$ cat src/rtl/bus_slave_mux_reg.sv
// Registered read-return mux for SLAVE_N bus slaves with a per-access watchdog.
// Locks one slave per access, returns its data or a timeout error for one cycle.
module bus_slave_mux_reg #(
    parameter int SLAVE_N = 8,
    parameter int DATA_W  = 32,
    parameter int TMO_W   = 8,
    parameter int TMO_CYC = 255,
    localparam int SEL_W  = $clog2(SLAVE_N)
) (
    input  logic                      clk,
    input  logic                      reset_,
    input  logic [SLAVE_N-1:0]        s_cs_,
    input  logic [SLAVE_N*DATA_W-1:0] s_rd_data,
    input  logic [SLAVE_N-1:0]        s_rdy_,
    output logic [DATA_W-1:0]         m_rd_data,
    output logic                      m_rdy_,
    output logic                      m_err,
    output logic [SEL_W-1:0]          m_sel
);

    typedef enum logic [1:0] {
        IDLE = 2'd0,
        WAIT = 2'd1,
        RESP = 2'd2
    } state_t;

    localparam logic [TMO_W-1:0] TMO_LAST = TMO_W'(TMO_CYC - 1);

    state_t            state;
    state_t            state_nx;
    logic [TMO_W-1:0]  tmo_cnt;
    logic [TMO_W-1:0]  cnt_nx;
    logic [SEL_W-1:0]  sel_nx;
    logic [SEL_W-1:0]  pick;
    logic [DATA_W-1:0] data_nx;
    logic              rdy_nx;
    logic              err_nx;
    logic              any_cs;
    logic              sel_cs;
    logic              sel_rdy;
    logic [DATA_W-1:0] sel_data;

    assign any_cs   = ~&s_cs_;
    assign sel_cs   = s_cs_[m_sel];
    assign sel_rdy  = s_rdy_[m_sel];
    assign sel_data = s_rd_data[m_sel*DATA_W +: DATA_W];

    // Fixed priority: lowest asserted chip-select wins.
    always_comb begin
        pick = '0;
        for (int i = SLAVE_N - 1; i >= 0; i--) begin
            if (!s_cs_[i]) begin
                pick = SEL_W'(i);
            end
        end
    end

    always_comb begin
        state_nx = state;
        cnt_nx   = tmo_cnt;
        sel_nx   = m_sel;
        data_nx  = m_rd_data;
        err_nx   = m_err;
        rdy_nx   = 1'b1;
        unique case (state)
            IDLE: begin
                if (any_cs) begin
                    state_nx = WAIT;
                    sel_nx   = pick;
                    cnt_nx   = '0;
                end
            end
            WAIT: begin
                if (sel_cs) begin
                    state_nx = IDLE;
                end else if (!sel_rdy) begin
                    state_nx = RESP;
                    data_nx  = sel_data;
                    err_nx   = 1'b0;
                    rdy_nx   = 1'b0;
                end else if (tmo_cnt == TMO_LAST) begin
                    state_nx = RESP;
                    data_nx  = '0;
                    err_nx   = 1'b1;
                    rdy_nx   = 1'b0;
                end else if (tmo_cnt != '1) begin
                    cnt_nx = tmo_cnt + 1'b1;
                end
            end
            RESP: begin
                state_nx = IDLE;
            end
            default: begin
                state_nx = IDLE;
            end
        endcase
    end

    always_ff @(posedge clk) begin
        if (!reset_) begin
            state     <= IDLE;
            tmo_cnt   <= '0;
            m_sel     <= '0;
            m_rd_data <= '0;
            m_err     <= 1'b0;
            m_rdy_    <= 1'b1;
        end else begin
            state     <= state_nx;
            tmo_cnt   <= cnt_nx;
            m_sel     <= sel_nx;
            m_rd_data <= data_nx;
            m_err     <= err_nx;
            m_rdy_    <= rdy_nx;
        end
    end

endmodule

$ cat config.mk
export PLATFORM = sky130hd
export DESIGN_NAME = bus_slave_mux_reg
export DESIGN_NICKNAME = d
export VERILOG_FILES = /design/src/rtl/bus_slave_mux_reg.sv
export SDC_FILE = /design/constraint.sdc
export NUM_CORES = 1
export LEC_CHECK = 0
export CAP_MARGIN = 20
export CORE_MARGIN = 4
export CORE_UTILIZATION = 30
export DETAILED_ROUTE_END_ITERATION = 8
export GPL_TIMING_DRIVEN = 0
export PLACE_DENSITY = 0.77
export SLEW_MARGIN = 30
export SYNTH_ARGS = -nofsm -noshare
export SYNTH_HDL_FRONTEND = slang
export SYNTH_SLANG_ARGS = --single-unit
$ cat constraint.sdc
create_clock -name clk -period 2.19 [get_ports clk]
set_clock_uncertainty 0.1 [all_clocks]
set_input_delay 0.3285 -clock clk [delete_from_list [all_inputs] [get_ports clk]]
set_output_delay 0.3285 -clock clk [all_outputs]
set_load 0.005 [all_outputs]
* Word-level counts from Yosys, hierarchy flattened
Cells that the tools add are included.
** Storage, ports and cells
- Bits in registers :: 47
- Logic and storage cells :: 60
- Output and inout bits :: 37
** Cells by class
- Shift-type cells :: 1
- Equal/unequal tests :: 10
- $lt $le $gt $ge :: 1
- Reduce and logical (&&, ||, !) cells :: 8
- Bitwise logic cells :: 4
- Add/subtract/negate cells :: 1
- Multiplexer cells :: 29
** Operator list (number)
- $shiftx A256 B9 Y32 :: 1
- $mux W32 :: 2
- $mux W8 :: 5
- $mux W3 :: 8
- $pmux W8 S2 :: 1
- $ne A2 B2 Y1 const B :: 5
- $add A8 B1 Y8 const B :: 1
- $eq A8 B8 Y1 const B :: 1
- $mux W2 :: 4
- $ne A8 B8 Y1 const B :: 1
- $reduce_and A8 Y1 :: 1
- $bmux W1 S3 :: 2
- $mux W1 :: 6
- $reduce_and A6 Y1 :: 1
- $lt A3 B4 Y1 const B :: 1
- $ne A4 B4 Y1 const B :: 1
- $not A1 Y1 :: 4
- $pmux W2 S2 :: 1
- $reduce_and A2 Y1 :: 2
- $reduce_and A3 Y1 :: 1
- $reduce_or A3 Y1 :: 1
- $eq A2 B1 Y1 const B :: 1
- $logic_not A2 Y1 :: 1
- $ne A2 B1 Y1 const B :: 1
- $reduce_bool A2 Y1 :: 1

* Longest topological paths before layout
Gate-level depths: netlist (run 1).
- Depth in word-level cells :: 8
- Gate-level depth with buffers :: 9

* Least setup slack after synthesis (run 1)
OpenSTA, ideal clock, no wires.
- Path kind :: register to register
- Start point :: reg m_sel[0]
- End point :: reg m_rd_data[3]
- Data arrival time :: 2.201 ns
- Stages on the path, launching flop included :: 8
- Library setup time :: 0.128 ns
- Path slack :: -0.238 ns
- Cell sequence :: dfxtp_1 > buf_6 > clkbuf_1 > buf_2 > mux4_2 > mux2_2 > a22oi_1 > nor2_1
** Between the ends
- Cells in the longest elaborated chain, start to end :: 4
- Elaborated cells on any way between the ends :: 9
- Classes of those cells :: eq/ne (1); shift (1); mux (5); bitwise (1); reduce/logical (1)
** Ends and longest elaborated chain
- start, declared :: line 18 : output logic [SEL_W-1:0] m_sel
- start signal, assigned :: line 110 : m_sel <= sel_nx;
- branches (longest 4 deep; another with $shiftx A256 B9 Y32)
- end signal, assigned :: line 111 : m_rd_data <= data_nx;
- end, declared :: line 15 : output logic [DATA_W-1:0] m_rd_data,
Several ways; the timed one is not identified. The select of a mux whose other input is x is not followed.
A chain may end at the register's enable or synchronous reset.

* Final worst setup path (run 1)
- Start point :: reg m_sel[0]
- End point :: reg tmo_cnt[5]
** Between the ends
- Cells in the longest elaborated chain, start to end :: 4
- Elaborated cells on any way between the ends :: 7
- Classes of those cells :: eq/ne (2); mux (4); reduce/logical (1)
** Ends and longest elaborated chain
- $bmux W1 S3 (on tied branches) :: line 45, 44
- $mux W1 (on tied branches) :: line 45, 44
- $ne A2 B2 Y1 (no line)
- $reduce_and A6 Y1 (no line) *
- end signal, assigned :: line 109 : tmo_cnt <= cnt_nx;
- end, declared :: line 31 : logic [TMO_W-1:0] tmo_cnt;
Every way passes the cells marked *; elsewhere a longest branch is shown, timed or not. The select of a mux whose other input is x is not followed.

==> metrics.md, run 1 <==
| Metric | Value |
|---|---|
| Design area | around 7700 µm² |
| Final ANT Viol Nets | 0 |
| Buffer depth of the longest clock path | 2 |
| Adder-Cell Fraction of Synth Area | 0.00648 |
| Avg WL per Cell | approximately 21 µm |
| # DRC | 0 |
| Cell at the slowest stage of the critical path | mux4_2 |
| CTS sink cnt | 47 |
| Critical Path End Type | register |
| Met2 wire len | 9870 µm |
| #FFs+latches synth | between 40 and 50 |
| Max Cap Viol | 0 |
| Rows | between 40 and 50 |
| Netlist Area Pre-Place | between 3000 and 4000 µm² |
| Clock root cell | clkbuf_16 |
| Crit-path max FO | 7 |
| M1 WL | between 6000 and 7000 µm |
| Number of synthesized flops with an enable pin | 0 |
| Failing checks | negative setup slack |
| Via/cell ratio | ~5.3 |
| Power Total | between 0.003 and 0.004 W |
| # setup viols final | 3 |
| Largest family of logic cells by synthesized area | multiplexers |
| Final core occ | 0.607 |
| Delay-heaviest family, CP | simple AND/OR/NAND/NOR gates |
| Total gr overflow | 0 |
| Syn Inst Count | approximately 340 |
| Slew HR | 0.587 |
| Drt pass-1 iters | 4 |
| Worst-Margin Slew | about 0.62 ns |
| Setup crit start kind | register |
| Area growth syn-to-layout | 98.5% |
| Die Area | 14700 µm² |
| Mux cell area share after synthesis | 0.493 |
| Final GP Congestion | approximately 0.9 |
| Crit path buffers/inverters | 0 |
| Critical Setup Path Class | reg -> reg |
| RSZ-0062 raised after global routing | yes |
| PnR worst setup slack | -0.0950 ns |
| Initial antenna violation count | 1 |
| Max layer used | met4 |
| Avg Cell Area, Syn | roughly 12 µm² |
| Final Hold Vio Count | 0 |
| Met3 wire len | 1430 µm |
| WP data arrival | 2.40 ns |
| Xor and xnor area share after synthesis | 0 |
| Hold WC Path Type | in -> reg |
| First-pass GRT wire length | between 20000 and 30000 µm |
| Placeable core area | around 13000 µm² |
| Netlist cell types | 44 |
| Required time worst endpoint | approximately 2.3 ns |
| Yosys Warn Count | 0 |
| Post-synthesis async set-or-reset flop share | 0 |
| Outcome | finished, violations left |
| Clk Latency, worst-skew pair | ~0.28 ns |
| Gr usage total | 0.225 |
| Nets@finish | between 900 and 1000 |
| IO Port Bufs | roughly 300 |
| TritonCTS buffer count | 5 |
| Sequential fraction of the synthesis area | 0.244 |
| Slowest stage delay, CP | 0.49 ns |
| Vias in the first global route | ~4800 |
| Main flop type after synthesis | dfxtp_1 |
| DP Worst Slack | -0.696 ns |
| Simple-gate portion of the synthesized area | 0.0956 |
| Post-synthesis compound-gate area fraction | 0.119 |
| Area after DPL | a little over 7000 µm² |
| Crit-path cells | mux4_2 > mux2_4 > or3b_4 > or4_4 > o21ai_2 |
| Die X | roughly 120 µm |
| Post-DP HPWL | approximately 15000 µm |
| Clock slew at reported path FFs | around 0.060 ns |
| Routed wire length | approximately 18000 µm |
| Leakage | between 2 and 3 nW |
| VDD IR max | around 0.33 mV |
| Drt first-iter violations | between 150 and 200 |
| CTS tree | done |
| Post-synthesis net count | 611 |
| Peak Freq | between 400 and 500 MHz |
| Ports | between 300 and 400 |
| Max Slew Vio Count | 0 |
| Fin Setup TNS | -0.207 ns |
| Tmin final | 2.28 ns |
| Pin count of the biggest net entering global routing | 14 |
| Pwr/cell area | between 400 and 500 nW/µm² |
| Routed vias | approximately 4400 |
| Period utilization | 1.04 |
| H-tree depth | 2 |
| Initial Utilization | 0.306 |
| Die Height | around 120 µm |
| Share of layout cells above drive strength 1 | 0.240 |
==> flip-flops by register name, indices dropped and copies added (netlist names) <==
| signal | count |
|---|---|
| tmo_cnt | 8 |
| m_err | 1 |
| m_rdy_ | 1 |
| m_sel | 3 |
| m_rd_data | 32 |
| state | 2 |
==> logic make-up after synthesis <==
family	after synthesis
buffers and inverters	39
adder cells (fa/ha/maj)	2
multiplexers	103
AO/OA/AOI/OAI	66
AND/OR/NAND/NOR	78
flip-flops	47
==> where the power goes <==
part | total [W] | switching [W] | internal (W)
clock | 0.000835 | 0.000303 | 0.000533
combinational | 0.00140 | 0.000469 | 0.000933
sequential | 0.000929 | 0.0000298 | 0.000899
total | 0.00317 | 0.000801 | 0.00236
==> final cells by class <==
class | instances | area (µm²)
fillers | 1123 | 4960
repair buffers | 320 | 3190
multi-input cells | 249 | 2840
flip-flops and latches | 47 | 946
plain buffers | 30 | 289
well taps | 172 | 215
clock buffers | 6 | 129
clock inverters | 1 | 30.0
inverters | 6 | 22.5
diodes | 1 | 2.50
==> metrics by stage <==
step | hold slack, ns | instances
floorplan | 0.340 | 335
CTS | 0.352 | 824
finish | 0.358 | 832
detailed placement | 0.365 | 816
global route | 0.396 | 832
global placement | 0.345 | 816
==> cell usage after synthesis, drive strengths merged, types with 3 or more instances <==
library cell,count,share of area
mux4,66,0.39
dfxtp,47,0.24
nor2,38,0.037
mux2,33,0.097
a22oi,32,0.062
clkbuf,21,0.020
nand2,14,0.014
buf,12,0.016
o21ai,9,0.012
a21oi,8,0.010
inv,6,0.0058
nand3,6,0.0078
mux2i,4,0.010
and3,3,0.0049
nand4,3,0.0049
==> metal layers <==
metal | up-vias | track usage
li1 | 2005 | -
met1 | 2182 | 0.240
met2 | 220 | 0.436
met3 | 16 | 0.0601
met4 | 0 | 0.0532
met5 | - | 0
==> tightest hold or removal path, cell delays in order <==
cell and delay, ns:
clkbuf_1 0.19, nand2_1 0.11, o21ai_0 0.06
==> layout by cell type (no fill, tap or decap), types with 8 or more instances in the layout <==
| master | n |
|---|---|
| clkdlybuf4s50_1 | 301 |
| mux4_2 | 66 |
| dfxtp_1 | 45 |
| nor2_1 | 37 |
| mux2_2 | 32 |
| a22oi_1 | 26 |
| nand2_1 | 14 |
| buf_4 | 11 |
| clkbuf_1 | 9 |
| a21oi_1 | 8 |
| dlygate4sd2_1 | 8 |
==> final timing paths <==
| path | start | end | slack, ns | depth (start not counted) |
|---|---|---|---|---|
| worst max-delay path | m_sel[0]$_SDFFE_PN0P_ | tmo_cnt[5]$_SDFFE_PN0P_ | -0.09 | 5 |
| worst min-delay path | reset_ | tmo_cnt[4]$_SDFFE_PN0P_ | 0.36 | 3 |
| worst max register to register | m_sel[0]$_SDFFE_PN0P_ | tmo_cnt[5]$_SDFFE_PN0P_ | -0.09 | 5 |
| worst min register to register | tmo_cnt[4]$_SDFFE_PN0P_ | tmo_cnt[4]$_SDFFE_PN0P_ | 0.37 | 2 |
==> repair_timing <==
| item | 4_1_cts | 5_1_grt |
|---|---|---|
| pin swaps | 0 | 2 |
| setup endpoints to repair | 43 | 43 |
| setup buffers | 2 | 8 |
| gates resized for setup | 21 | 64 |
| cloned | 0 | 1 |
| hold buffers | 0 | 0 |
Power figures use the tool's default switching activity.
==> run 2: changes to the inputs <==
--- a/config.mk
+++ b/config.mk
@@ -11,7 +11,7 @@
 export DETAILED_ROUTE_END_ITERATION = 8
 export GPL_TIMING_DRIVEN = 0
 export PLACE_DENSITY = 0.77
-export SLEW_MARGIN = 30
+export SLEW_MARGIN = 15
 export SYNTH_ARGS = -nofsm -noshare
 export SYNTH_HDL_FRONTEND = slang
 export SYNTH_SLANG_ARGS = --single-unit
==> results of run 2 <==
Final layout, timing and power as in run 1 (identical DEF).
